`src/rtl/fetch_mem_unit.sv`:
```
// fetch_mem_unit
// Holds the architectural PC, instruction register, OldPC and data register of
// the multicycle core. It also drives the unified memory port and runs a
// single-outstanding handshake that can be stretched by memory wait states.
//
// Build option: define FETCH_ALIGN_CHECK_EN to trap misaligned fetches. A
// trapped fetch loads a NOP and sets the sticky misalign_err port. When the
// option is off, fetch addresses are forced to word alignment.
//
// Ports
//   clk, reset         rising-edge clock; asynchronous active-high reset
//   PCWrite, Result    load the PC with Result (next PC or load/store address)
//   IRWrite            request an instruction fetch
//   DataRead           request a data load
//   MemWrite           request a data store
//   AddrSrc            selects the address: 0 = pc, 1 = Result
//   WriteData          store data
//   mem_*              memory request, address, write strobe/data, read data, ready
//   stall              controller must hold its state
//   instr, pc, old_pc  IR, PC, and the PC of the instruction in the IR
//   data               last loaded data word
//   bus_err            sticky wait-state timeout flag
//   misalign_err       sticky misaligned-fetch flag (FETCH_ALIGN_CHECK_EN only)
//
// state  | meaning
// S_IDLE | no access outstanding; a request completes here if memory is ready
// S_WAIT | access latched; waiting for mem_ready or the timeout
module fetch_mem_unit #(
   parameter int          XLEN           = 32,
   parameter logic [XLEN-1:0] RESET_PC   = '0,
   parameter logic [31:0] NOP_INSTR      = 32'h0000_0013,
   parameter int          TIMEOUT_CYCLES = 255
) (
   input  logic            clk,
   input  logic            reset,
   input  logic            PCWrite,
   input  logic            IRWrite,
   input  logic            DataRead,
   input  logic            MemWrite,
   input  logic            AddrSrc,
   input  logic [XLEN-1:0] Result,
   input  logic [XLEN-1:0] WriteData,
   output logic            mem_req,
   output logic            mem_we,
   output logic [XLEN-1:0] mem_addr,
   output logic [XLEN-1:0] mem_wdata,
   input  logic [XLEN-1:0] mem_rdata,
   input  logic            mem_ready,
   output logic            stall,
   output logic [31:0]     instr,
   output logic [XLEN-1:0] pc,
   output logic [XLEN-1:0] old_pc,
   output logic [XLEN-1:0] data,
`ifdef FETCH_ALIGN_CHECK_EN
   output logic            misalign_err,
`endif
   output logic            bus_err
);

   typedef enum logic {S_IDLE, S_WAIT} state_t;
   typedef enum logic [1:0] {K_FETCH, K_LOAD, K_STORE} kind_t;

   state_t          state_q, state_d;
   kind_t           kind_in, lat_kind_q, done_kind;
   logic [7:0]      cnt_q;
   logic [XLEN-1:0] pc_q, pc_d, old_pc_q, old_pc_d, data_q, data_d;
   logic [31:0]     ir_q, ir_d;
   logic            bus_err_q;
   logic [XLEN-1:0] lat_addr_q, lat_wdata_q, lat_result_q;
   logic            lat_we_q, lat_pcw_q;

   logic            access, misalign, timeout, capture, done;
   logic [XLEN-1:0] adr, adr_out, rdata_eff;

   assign access  = IRWrite | DataRead | MemWrite;
   // Store beats load beats fetch if the controller ever raises more than one.
   assign kind_in = MemWrite ? K_STORE : (DataRead ? K_LOAD : K_FETCH);
   assign adr     = AddrSrc ? Result : pc_q;

`ifdef FETCH_ALIGN_CHECK_EN
   logic misalign_err_q;
   assign misalign = (state_q == S_IDLE) && access && (kind_in == K_FETCH)
                     && (adr[1:0] != 2'b00);
   assign adr_out  = adr;
   assign misalign_err = misalign_err_q;
`else
   assign misalign = 1'b0;
   assign adr_out  = (kind_in == K_FETCH) ? {adr[XLEN-1:2], 2'b00} : adr;
`endif

   // The last permitted wait cycle ends the access instead of stalling again.
   assign timeout = (state_q == S_WAIT) && !mem_ready
                    && (cnt_q == 8'(TIMEOUT_CYCLES - 1));
   assign capture = (state_q == S_IDLE) && access && !misalign && !mem_ready;
   assign done    = (state_q == S_IDLE) ? (access && (mem_ready || misalign))
                                        : (mem_ready || timeout);
   assign done_kind = (state_q == S_IDLE) ? kind_in : lat_kind_q;
   assign rdata_eff = timeout ? '0 : mem_rdata;

   always_ff @(posedge clk or posedge reset) begin
      if (reset) state_q <= S_IDLE;
      else       state_q <= state_d;
   end

   always_comb begin
      state_d = state_q;
      case (state_q)
         S_IDLE: if (capture) state_d = S_WAIT;
         S_WAIT: if (mem_ready || timeout) state_d = S_IDLE;
         default: state_d = S_IDLE;
      endcase
   end

   always_comb begin
      mem_req   = 1'b0;
      mem_we    = 1'b0;
      mem_addr  = adr_out;
      mem_wdata = WriteData;
      stall     = 1'b0;
      case (state_q)
         S_IDLE: begin
            mem_req = access && !misalign;
            mem_we  = MemWrite;
            stall   = access && !misalign && !mem_ready;
         end
         S_WAIT: begin
            mem_req   = 1'b1;
            mem_we    = lat_we_q;
            mem_addr  = lat_addr_q;
            mem_wdata = lat_wdata_q;
            stall     = !mem_ready && !timeout;
         end
         default: ;
      endcase
      // Reset abandons an access immediately, without waiting for the clock.
      if (reset) begin
         mem_req = 1'b0;
         mem_we  = 1'b0;
         stall   = 1'b0;
      end
   end

   always_comb begin
      pc_d     = pc_q;
      old_pc_d = old_pc_q;
      ir_d     = ir_q;
      data_d   = data_q;
      // A PCWrite raised with a stalled fetch is held and applied on completion.
      if (state_q == S_IDLE) begin
         if (PCWrite && !stall) pc_d = Result;
      end else if (done && lat_pcw_q) begin
         pc_d = lat_result_q;
      end
      if (done) begin
         case (done_kind)
            K_FETCH: begin
               ir_d     = misalign ? NOP_INSTR : rdata_eff[31:0];
               old_pc_d = pc_q;
            end
            K_LOAD:  data_d = rdata_eff;
            default: ;
         endcase
      end
   end

   always_ff @(posedge clk or posedge reset) begin
      if (reset) begin
         pc_q         <= RESET_PC;
         old_pc_q     <= RESET_PC;
         ir_q         <= NOP_INSTR;
         data_q       <= '0;
         bus_err_q    <= 1'b0;
         cnt_q        <= '0;
         lat_addr_q   <= '0;
         lat_wdata_q  <= '0;
         lat_result_q <= '0;
         lat_we_q     <= 1'b0;
         lat_pcw_q    <= 1'b0;
         lat_kind_q   <= K_FETCH;
      end else begin
         pc_q     <= pc_d;
         old_pc_q <= old_pc_d;
         ir_q     <= ir_d;
         data_q   <= data_d;
         if (timeout) bus_err_q <= 1'b1;
         if (state_q == S_IDLE) cnt_q <= '0;
         else                   cnt_q <= cnt_q + 8'd1;
         if (capture) begin
            lat_addr_q   <= adr_out;
            lat_wdata_q  <= WriteData;
            lat_result_q <= Result;
            lat_we_q     <= MemWrite;
            lat_pcw_q    <= PCWrite;
            lat_kind_q   <= kind_in;
         end
      end
   end

`ifdef FETCH_ALIGN_CHECK_EN
   always_ff @(posedge clk or posedge reset) begin
      if (reset)         misalign_err_q <= 1'b0;
      else if (misalign) misalign_err_q <= 1'b1;
   end
`endif

   assign pc      = pc_q;
   assign old_pc  = old_pc_q;
   assign instr   = ir_q;
   assign data    = data_q;
   assign bus_err = bus_err_q;

endmodule

```
`config.mk`:
```
export PLATFORM = sky130hd
export DESIGN_NAME = fetch_mem_unit
export DESIGN_NICKNAME = d
export VERILOG_FILES = /design/src/rtl/fetch_mem_unit.sv
export SDC_FILE = /design/constraint.sdc
export NUM_CORES = 1
export LEC_CHECK = 0
export CAP_MARGIN = 20
export CORE_AREA = 8 8 164 166
export CTS_CLUSTER_SIZE = 16
export DETAILED_ROUTE_END_ITERATION = 6
export DIE_AREA = 0 0 172 174
export GPL_TIMING_DRIVEN = 0
export PLACE_DENSITY = 0.76
export SLEW_MARGIN = 25
export SYNTH_ARGS = -nofsm -noshare
export SYNTH_HDL_FRONTEND = slang
export SYNTH_SLANG_ARGS = --single-unit
```
`constraint.sdc`:
```
create_clock -name clk -period 23 [get_ports clk]
set_clock_uncertainty 0.05 [all_clocks]
set_input_delay 4.6 -clock clk [delete_from_list [all_inputs] [get_ports clk]]
set_output_delay 4.6 -clock clk [all_outputs]
set_load 0.02 [all_outputs]
```
## Word-level counts from Yosys, hierarchy flattened

Index checks and enable logic that the tools add are counted.

| storage, ports and cells | value |
|---|---|
| flip-flop bits (word level) | 238 |
| memories kept | 0 |
| latch bits | 0 |
| word-level logic and storage cells | 61 |
| output and inout bits | 196 |
| bits in writable memories | 0 |
| bits in read-only memories | 0 |

| operators by class | value |
|---|---|
| bitwise operators | 3 |
| add/subtract/negate cells | 1 |
| div/mod/pow operators | 0 |
| equality and inequality tests | 3 |
| reductions and logical operators | 19 |
| $mul | 0 |
| shifts and indexed selects | 0 |
| magnitude comparators | 0 |
| muxes and demuxes | 22 |

Operators with widths:

| operator | count |
|---|---|
| 32-bit 2-to-1 mux | 7 |
| 1-bit logical AND | 9 |
| 8-bit by 1-bit adder with 8-bit output, second input constant | 1 |
| 8-bit == test, second input constant | 1 |
| 8-bit 2-to-1 mux | 1 |
| 1-bit case mux with 2 select lines | 4 |
| 1-bit 2-to-1 mux | 7 |
| 2-bit 2-to-1 mux | 3 |
| 2-bit AND reduction | 3 |
| 2-bit logical NOT | 2 |
| 1-bit logical NOT | 3 |
| 2-bit by 1-bit == test with 1-bit output, second input constant | 1 |
| 2-bit by 1-bit != test with 1-bit output, second input constant | 1 |
| 1-bit OR | 2 |
| 2-bit nonzero test | 1 |
| 1-bit logical OR | 1 |
| 1-bit inverter | 1 |

## Depth between registers and ports, before layout

| logic depth | value |
|---|---|
| depth after elaboration | 11 |
| depth in mapped cells | 8 |
| depth with buffers taken out | 6 |

## Least setup slack after synthesis

No wires, ideal clock.

| timing | value |
|---|---|
| kind | input port to output port |
| start | input port AddrSrc |
| end | output port mem_addr[2] |
| stages | 5 |
| slack | 12,517 ps |
| required time | 18,350 ps |
| arrival time | 5,833 ps |
| path buffers | 3 |
| cell sequence | clkbuf_1 buf_2 buf_2 mux2i_1 mux2i_1 |

| on the way | value |
|---|---|
| longest elaborated chain between the ends | 2 |

RTL lines:

| what | RTL line | text |
|---|---|---|
| from (decl) | 40 | `input logic AddrSrc,` |
| 32-bit 2-to-1 mux | 78 | `assign adr = AddrSrc ? Result : pc_q;` |
| 32-bit 2-to-1 mux | 120 | `case (state_q)` |
| to (decl) | 45 | `output logic [XLEN-1:0] mem_addr,` |

Every way passes these cells.

## Final worst setup path

Same ends and word-level chain as after synthesis.

==> impl.org <==
** STA
- Minimum clock period after layout :: 11260 ps
- Worst Slack Setup Final :: 11740 ps
- Max Fclk :: 88.8 MHz
- Portion of the clock cycle consumed by the worst path in the final layout :: 49.0%
- Setup repair after global routing left no endpoint under its margin.
- Setup total negative slack :: 0 ps
- The max-slew violation count was 0.
- At the pin with the least slew margin, the transition time is 833 ps.
- The final hold violation count is 0.
- Headroom to the max-slew limit came out at 44.4%.
- Setup violations remaining at the end of the flow were counted as 0.

** Clock tree
- In this run the number of H-tree levels came out at 1.
- Hold-fix buffers at CTS :: 0
- No sink is reached through more buffers than the 3 on the longest clock path.
- Clock tree from TritonCTS :: done
- Clock tree synthesis selected as its root buffer the cell clkbuf_16.
- Clock-pin slew was measured on the worst setup and hold paths at 60 ps.
- Clock Latency Late Sink :: 530 ps
- TritonCTS created 26 clock buffers.
- Post-CTS timing repair inserted 0 buffers for setup.
- After clock tree synthesis, the repair step resized 0 gates.
- For this design, the sink count on the clock tree is 237.

** Setup path
- The signal on the critical path passes through clkbuf_1 -> buf_2 -> buf_2 -> mux2i_1 -> mux2i_1 -> clkdlybuf4s50_1.
- The endpoint identified for the worst register-to-register timing path is cnt_q[3]$_DFF_PP0_.
- On the critical path, the stage with the largest delay is an instance of clkdlybuf4s50_1.
- The setup check on the worst reg-to-reg path leaves a slack of 20860 ps.
- The startpoint identified for the worst register-to-register timing path is state_q$_DFF_PP0_.
- The critical path starts at AddrSrc.
- Worst Path Arrival :: 6610 ps
- Number of cells traversed by the worst register-to-register path :: 6
- Launching element type of the critical path :: input pin
- Following the worst setup path forward leads to its endpoint at mem_addr[2].
- Nature of the critical path endpoint :: output pin
- Along the worst path, the maximum fanout reaches 10.
- Kind of critical path :: in -> out
- Delay of the slowest cell on the worst path :: 570 ps
- Required time of the critical path :: 18350 ps

** Logic synthesis
- Post-synthesis instance total :: 765
- Cell types with the largest area share after synthesis :: dfrtp_1 55%, mux2_4 8.1%, mux2_2 7.8%
- Register area share after synthesis :: 55.5%
- The largest total area in the synthesized netlist belongs to dfrtp_1.
- Mean area per synthesized cell :: 14.0 um^2
- Warnings from Yosys :: 0
- The mapped netlist covers 10700 um^2.
- Most repeated cell in the gate-level netlist after synthesis :: dfrtp_1
- Commonest cells post-synth :: 234 x dfrtp_1, 74 x mux2_2, 67 x mux2_1
- Of the post-synthesis cell area, the dominant cell type holds 54.7%.
- Seq cells post-synth :: 237
- For this run, the leading register cell type out of synthesis is dfrtp_1.
- Fraction of synthesis flops using an asynchronous set or reset pin :: 100%
- Number of flops mapped to enable cells by yosys :: 0
- Number of distinct library cells after synthesis :: 42
- Synthesis produced a netlist with a net count of 871.

** Finish
- Proportion of layout cells with a drive suffix above 1 :: 20.8%
- Final nets :: 1197
- Signed area change from the synthesized netlist to the final layout :: 40.5%
- Number of non-filler instances in the completed layout :: 1442

** Floorplanning
- The die covers 29900 um^2.
- Pin placement for this block handled 300 I/O pins.
- From bottom edge to top edge, the die measures 174 um.
- The core region is 24500 um^2.
- The initial utilization of the core area, before any placement, comes to 43.6%.
- In this run the core area contains 58 standard-cell rows.
- In this run the horizontal extent of the chip is 172 um.

** Routing
- Overall routed net length :: 30.2 mm
- Average wire length per cell after detail routing :: 21.0 um
- Number of vias in the routed layout :: 7422
- 1st-iter DRT viols :: 481
- Once detail routing completed, the nets flagged for antenna violations numbered 0.
- For this run, design rule violations remaining after detail routing come to 0.
- Length of the first detailed-routing pass in iterations :: 4
- Using the TritonRoute via totals, the vias-per-cell ratio works out to 5.15.

** Flow run
- Number of maximum-capacitance constraint violations :: 0

** Power and ir drop
- Pwr/cell area :: 107 nW/um^2
- Static power due to leakage :: 6.78 nW
- After layout, the design draws a total of 1.61 mW.
- Maximum VDD drop :: 80.0 uV

** Hold path
- Hold WC Path Type :: reg -> reg
- The startpoint identified for the worst hold timing path is lat_addr_q[28]$_DFFE_PP0P_.

** Placed design
- The count of buffers added on input and output ports is 296.
- After detailed placement, the design holds a cell count of 1393.
- At the end of routability-driven placement, the weighted congestion stood at 0.835.
- The wire-length estimate of the detail-placed layout is 21.8 mm.
- Dpl ws :: 11710 ps

** Global route
- Via count of the first global-routing pass :: 8006
- Number of antenna violations at the first check in global routing :: 1
- The total overflow left after global routing is 0.
- Overall fraction of global-route tracks in use :: 19.6%
- Global-route wire length before repair :: 46.6 mm
- Largest net degree at the start of global routing :: 86

** Outcome
- The flow ran to the end, and the final reports show no timing, DRC or antenna violations.
cells in the final DEF (no fill, tap or decap), types with 2 or more instances in the layout:
master             n
clkdlybuf4s50_1  296
dfrtp_1          234
mux2_2            74
mux2_1            67
a22o_1            64
mux2i_1           59
mux2_4            58
nand2_1           37
inv_1             30
o21ai_0           27
clkbuf_16         26
buf_2             23
clkbuf_1          13
buf_6             11
o21ai_1           10
clkbuf_8           7
clkinv_2           6
buf_4              5
nor2_1             5
nor3_1             4
nor2b_1            4
and2_1             4
or3_1              3
buf_8              3
nand3_1            3
xnor2_1            3
dfstp_2            3
nand2b_1           2
a21boi_0           2
o31ai_1            2
ha_1               2
clkinvlp_4         2
bufinv_16          2
buf_16             2
through the flow:
| stage | hold WS, ps | cell area [um^2] | util (%) |
|---|---|---|---|
| 3_3_place_gp | 404 | 14100 | 57.4 |
| 6_report | 429 | 15000 | 61.3 |
| 4_1_cts | 425 | 15000 | 61.3 |
| 2_1_floorplan | 400 | 10700 | - |
| 5_1_grt | 452 | 15000 | 61.3 |
| 3_5_place_dp | 407 | 14100 | 57.6 |
area by class of cell:
class	count	area [um^2]
antenna	1	2.50
clock inverter	12	130
sequential	237	5930
multi-input combinational	444	4280
timing repair buffer	298	3020
tap	330	413
fill	2005	9500
buffer	53	363
clock buffer	36	758
inverter	31	124
worst max-delay path: cells and delay by family:
kind	cells	cell delay [ps]
mux	2	420
buf+inv	4	1580
kinds of logic after synthesis:
family / Yosys count / synth area share, %
AO/OA/AOI/OAI: 111 / 7.82
XOR/XNOR: 4 / 0.328
adder cells (fa/ha/maj): 2 / 0.234
buffers and inverters: 84 / 4.48
flip-flops: 237 / 55.5
multiplexers: 258 / 28.5
AND/OR/NAND/NOR: 69 / 3.16
power breakdown:
group	internal [mW]	switching, mW	total [mW]
combinational	0.312	0.270	0.582
sequential	0.529	0.0737	0.603
clock	0.253	0.174	0.427
total	1.09	0.518	1.61
worst min path at each step:
stage                                  end  cells after the start
2_1_floorplan   lat_addr_q[10]$_DFFE_PP0P_                      2
3_3_place_gp           bus_err$_DFFE_PP0P_                      1
3_5_place_dp           bus_err$_DFFE_PP0P_                      1
4_1_cts                bus_err$_DFFE_PP0P_                      1
5_1_grt        lat_result_q[7]$_DFFE_PP0P_                      1
6_report        lat_addr_q[28]$_DFFE_PP0P_                      2
state kept, by name, indices dropped and copies added (netlist names), 2 cells and up:
name / cells
cnt_q: 8
data: 32
instr: 32
lat_addr_q: 32
lat_kind_q: 2
lat_result_q: 32
lat_wdata_q: 32
old_pc: 32
pc: 32
routing by layer:
metal / vias to the layer above / track usage (%) / share of wire [%]
met3: 43 / 5.76 / 8.2
met2: 240 / 32.6 / 48
met4: 0 / 4.85 / 2.1
li1: 3395 / - / -
met1: 3744 / 24.5 / 42
met5: - / 0 / 0
No activity file was read; power rests on OpenSTA's default activity.
==> variant 1 (config.mk and constraints unchanged) <==
Add a define of `FETCH_ALIGN_CHECK_EN`.
--- a/src/rtl/fetch_mem_unit.sv
+++ b/src/rtl/fetch_mem_unit.sv
@@ -25,6 +25,8 @@
 // state  | meaning
 // S_IDLE | no access outstanding; a request completes here if memory is ready
 // S_WAIT | access latched; waiting for mem_ready or the timeout
+`define FETCH_ALIGN_CHECK_EN
+
 module fetch_mem_unit #(
    parameter int          XLEN           = 32,
    parameter logic [XLEN-1:0] RESET_PC   = '0,
Behaviour (old outputs only; new: misalign_err): not the same (a bounded check fails within 4 cycles, from zero or initial values and one cycle with reset high).
==> variant 1 against the original RTL <==
Cell area grew 4.1%. Wire length rose by 3.7%. First-iteration DRC count up 7.7%. Synthesized area up 5.0%. Sequential power up 4.3%. Worst setup slack got worse by 0.11 ns. Sequential cell count up 1. Largest cell class unchanged. Total power rose by 7.8%.
==> variant 1: results (changes against the original RTL) <==
REGTOREGSETUPSLACK_NS=20.32  # -0.54 ns
POST_LAYOUT_NONFILLER_INSTANCES=1545  # +7.1%
AVERAGE_DETAILED_ROUTED_WIRE_LENGTH_PER_INSTANCE_UM=20.31  # -3.2%
AREA_SHARE_CLOCK_BUF_INV=0.06062  # +0.001498
CTS.SINKS=238  # +0.42%
LAYOUT.FILLER_CELLS=1933  # -3.6%
GROUTE.USAGE.OVERALL=0.2048  # +0.008818
REG2REG_DEPTH=9  # +3
FIRST_DRT_ITERATION_DRCS=518  # +7.7%
HOLD_END='misalign_err$_DFFE_PP0N_'
WIRE_LENGTH_OF_THE_FIRST_GLOBAL_ROUTING_PASS_UM=48420  # +3.9%
PLACED_CELL_AREA_MM2=0.01470  # +4.0%
PORTBUFFERS=299  # +1.0%
FIN_HOLD_WS_NS=0.4119  # -0.01681 ns
POST_ROUTE_CELLS_DRIVE_ABOVE_1_SHARE=0.2091  # +0.001133
LAYOUT.NON_CLOCK_INVERTERS=69  # +120%
YOSYS-TOP-CELLS-COUNT='dfrtp_1, mux2_2, mux2i_1'
NETLIST-CELL-TYPE-COUNT=40  # -4.8%
TIMING.CRITICAL_PATH.SLOWEST_CELL_DELAY_NS=0.71  # +0.14 ns
WORSTHOLDPATHCELLS=1  # -1
MAX_SLEW.WORST_PIN.SLEW_NS=0.8973  # +0.06402 ns
SYNTH.AREA.TOP_CELLS='dfrtp_1, mux2_2, mux2i_1'
GATE_COUNT_AFTER_TECHNOLOGY_MAPPING=865  # +13%
POST-ROUTE-UTIL=0.6379  # +0.02525
HPWL_UM=22720  # +4.2%
LAYOUT.COMB_GATES.MULTI_INPUT=506  # +14%
MULTI_INPUT_COMB_AREA_MM2=0.004735  # +11%
CTS_INSERTED_BUFFERS=27  # +3.8%
STATUS='complete, no violations'
NON_CLOCK_BUFFER_COUNT=353  # +0.57%
VIAS_IN_THE_FIRST_GLOBAL_ROUTE=8430  # +5.3%
REPORTED_LEAKAGE_POWER_nW=7.049  # +3.9%
[variant 1: cell count changes in the layout (fill, tap and decap cells not counted), sizes merged, moves of 4 or more]
cell	unedited run	this run
inv	31	69
mux2i	59	99
mux2	199	226
nand2b	2	6
clkinv	8	4
and3	1	30
buf	45	31
a22o	64	0
nor3	5	1
nand2	37	66
clkbuf	46	64
[variant 1: power by group through the flow]
stage / clock [W] / combinational [W] / sequential (W)
2_1_floorplan: 0 / 0.000231 / 0.000732
3_3_place_gp: 0 / 0.000646 / 0.000631
3_5_place_dp: 0 / 0.000658 / 0.000636
4_1_cts: 0.000467 / 0.000661 / 0.000630
5_1_grt: 0.000484 / 0.000693 / 0.000646
6_report: 0.000457 / 0.000651 / 0.000629
[variant 1: how the worst max path moves through the flow]
stage                     slack [ns]                      to    start
after global routing           11.50            mem_addr[18]  AddrSrc
after CTS                      11.54            mem_addr[18]  AddrSrc
after floorplan                11.82     bus_err$_DFFE_PP0P_    reset
after global placement          8.38  old_pc[14]$_DFFE_PP0P_    reset
final                          11.63            mem_addr[18]  AddrSrc
after detailed placement       11.55            mem_addr[18]  AddrSrc
[variant 1: per-layer routing]
metal,vias up,track usage,share of wire
li1,3645,-,-
met1,3811,0.2461,0.40
met2,273,0.3401,0.47
met3,44,0.08076,0.11
met4,2,0.04563,0.019
met5,-,0,0.00041
[variant 1: cell families (layout without fill, tap and decap cells)]
family,count (synthesis),count (layout),share of synthesized area
AO/OA/AOI/OAI,48,48,0.02852
XOR/XNOR,4,4,0.003120
adder cells (fa/ha/maj),2,2,0.002228
buffers and inverters,121,471,0.04769
flip-flops,238,238,0.5307
multiplexers,325,325,0.3303
AND/OR/NAND/NOR,127,127,0.05749
==> variant 2 (same settings) <==
Made on the original files. Take the reset off `data_q` and load it in a clocked block of its own.
--- a/src/rtl/fetch_mem_unit.sv
+++ b/src/rtl/fetch_mem_unit.sv
@@ -168,7 +168,6 @@
          pc_q         <= RESET_PC;
          old_pc_q     <= RESET_PC;
          ir_q         <= NOP_INSTR;
-         data_q       <= '0;
          bus_err_q    <= 1'b0;
          cnt_q        <= '0;
          lat_addr_q   <= '0;
@@ -181,7 +180,6 @@
          pc_q     <= pc_d;
          old_pc_q <= old_pc_d;
          ir_q     <= ir_d;
-         data_q   <= data_d;
          if (timeout) bus_err_q <= 1'b1;
          if (state_q == S_IDLE) cnt_q <= '0;
          else                   cnt_q <= cnt_q + 8'd1;
@@ -196,6 +194,10 @@
       end
    end
 
+   always_ff @(posedge clk) begin
+      data_q <= data_d;
+   end
+
 `ifdef FETCH_ALIGN_CHECK_EN
    always_ff @(posedge clk or posedge reset) begin
       if (reset)         misalign_err_q <= 1'b0;
Behaviour: not the same (a bounded check fails within 4 cycles, from zero or initial values and one cycle with reset high).
==> variant 2 against the original RTL <==
Sequential cell count unchanged. Global-route usage shrank 0.47 points. Largest cell class unchanged. Worst setup slack lost 0.15 ns. Largest power group unchanged. Wire length down 3.3%. Total power shrank 7.9%. Synthesized cell count is 0.52% lower. Sequential power decreased by 3%. Cell area down 1.1%. Synthesized area fell by 0.83%.
==> variant 2: results (changes against the original RTL) <==
STATUS='complete, no violations'
SLEW_HEADROOM=0.4720  # +0.02751
MET3_USAGE=0.06103  # +0.003403
TIMING.CRITICAL_PATH.SLOWEST_CELL_DELAY_NS=0.66  # +0.09 ns
DRT-MET1-WL_UM=11850  # -5.8%
VIAS_IN_THE_FIRST_GLOBAL_ROUTE=7725  # -3.5%
LAYOUT.COMB_GATES.MULTI_INPUT=442  # -0.45%
POST_ROUTE_CELLS_DRIVE_ABOVE_1_SHARE=0.2283  # +0.02034
YOSYS.AREA_SHARE.ADDER=0.002359  # +0.00001959
LAYOUT.NON_CLOCK_INVERTERS=32  # +3.2%
LAYOUT.FILLER_CELLS=1968  # -1.8%
DIODES=0  # -1
CP_DATA_ARRIVAL_TIME_NS=6.76  # +0.15 ns
GATE_COUNT_AFTER_TECHNOLOGY_MAPPING=761  # -0.52%
PRE_CTS_WS_NS=11.61  # -0.1015 ns
SEQ-CELL-SHARE=0.4101  # +0.01516
HPWL_UM=21250  # -2.6%
POSTSYNTH.ASYNCRESETSHARE=0.8650  # -0.1350
YOSYS-TOP-CELLS-COUNT='dfrtp_1, mux2_2, mux2i_1'
MAX-VDD-IR-DROP_uV=81.32  # +1.6%
NON_CLOCK_BUFFER_AREA_SHARE=0.2250  # about the same
GROUTE.USAGE.OVERALL=0.1913  # -0.004686
WIRE_LENGTH_OF_THE_FIRST_GLOBAL_ROUTING_PASS_UM=45460  # -2.4%
N_CLOCK_BUFFER=33  # -8.3%
NETLIST-CELL-TYPE-COUNT=40  # -4.8%
N_SEQUENTIAL_CELL=237  # unchanged
GLOBALPLACE.CONGESTION=0.7635  # -8.6%
PLACED_CELL_AREA_MM2=0.01405  # -0.62%
SYNTH_XOR_XNOR_AREA_SHARE=0.003302  # +0.00002742
MET3WIRELENGTH_UM=2614  # +5.2%
FIRST_DRT_ITERATION_DRCS=368  # -23%
MUXSHAREOFSYNTHAREA=0.2775  # -0.007520
COMPLEX_GATE_FRACTION_OF_THE_SYNTHESIZED_AREA=0.05119  # -0.02706
CTS_INSERTED_BUFFERS=25  # -3.8%
USE_MET1=0.2381  # -0.007199
MAPPEDNETLISTNETS=867  # -0.46%
SYNTH.AREA.TOP_CELLS='dfrtp_1, mux2_2, edfxtp_1'
SYNTH_SEQUENTIAL_AREA_RATIO=0.5745  # +0.01974
VIAS=7250  # -2.3%
MET2_LENGTH_UM=14300  # -1.6%
[variant 2: cell types whose count changed after synthesis, moves of 3 or more]
cell      before  now
mux2_2        74  141
mux2_1        67   28
a22o_1        64   32
dfrtp_1      234  202
edfxtp_1       0   32
nor2b_1        4   36
mux2_4        58   30
o21ai_0       27   37
o21ai_1       10    0
buf_2         23   16
clkbuf_1      10   15
buf_6         11   14
buf_8          3    0
[variant 2: final timing paths]
path	startpoint	to	slack (ns)	cells after the start
min in group asynchronous	reset	state_q$_DFF_PP0_	4.55	2
worst max-delay path	AddrSrc	mem_addr[3]	11.59	6
worst min register to register	bus_err$_DFFE_PP0P_	bus_err$_DFFE_PP0P_	0.42	1
max in group asynchronous	reset	old_pc[15]$_DFFE_PP0P_	17.56	3
worst min-delay path	bus_err$_DFFE_PP0P_	bus_err$_DFFE_PP0P_	0.42	1
worst max register to register	state_q$_DFF_PP0_	data[16]$_DFFE_PP_	20.21	7
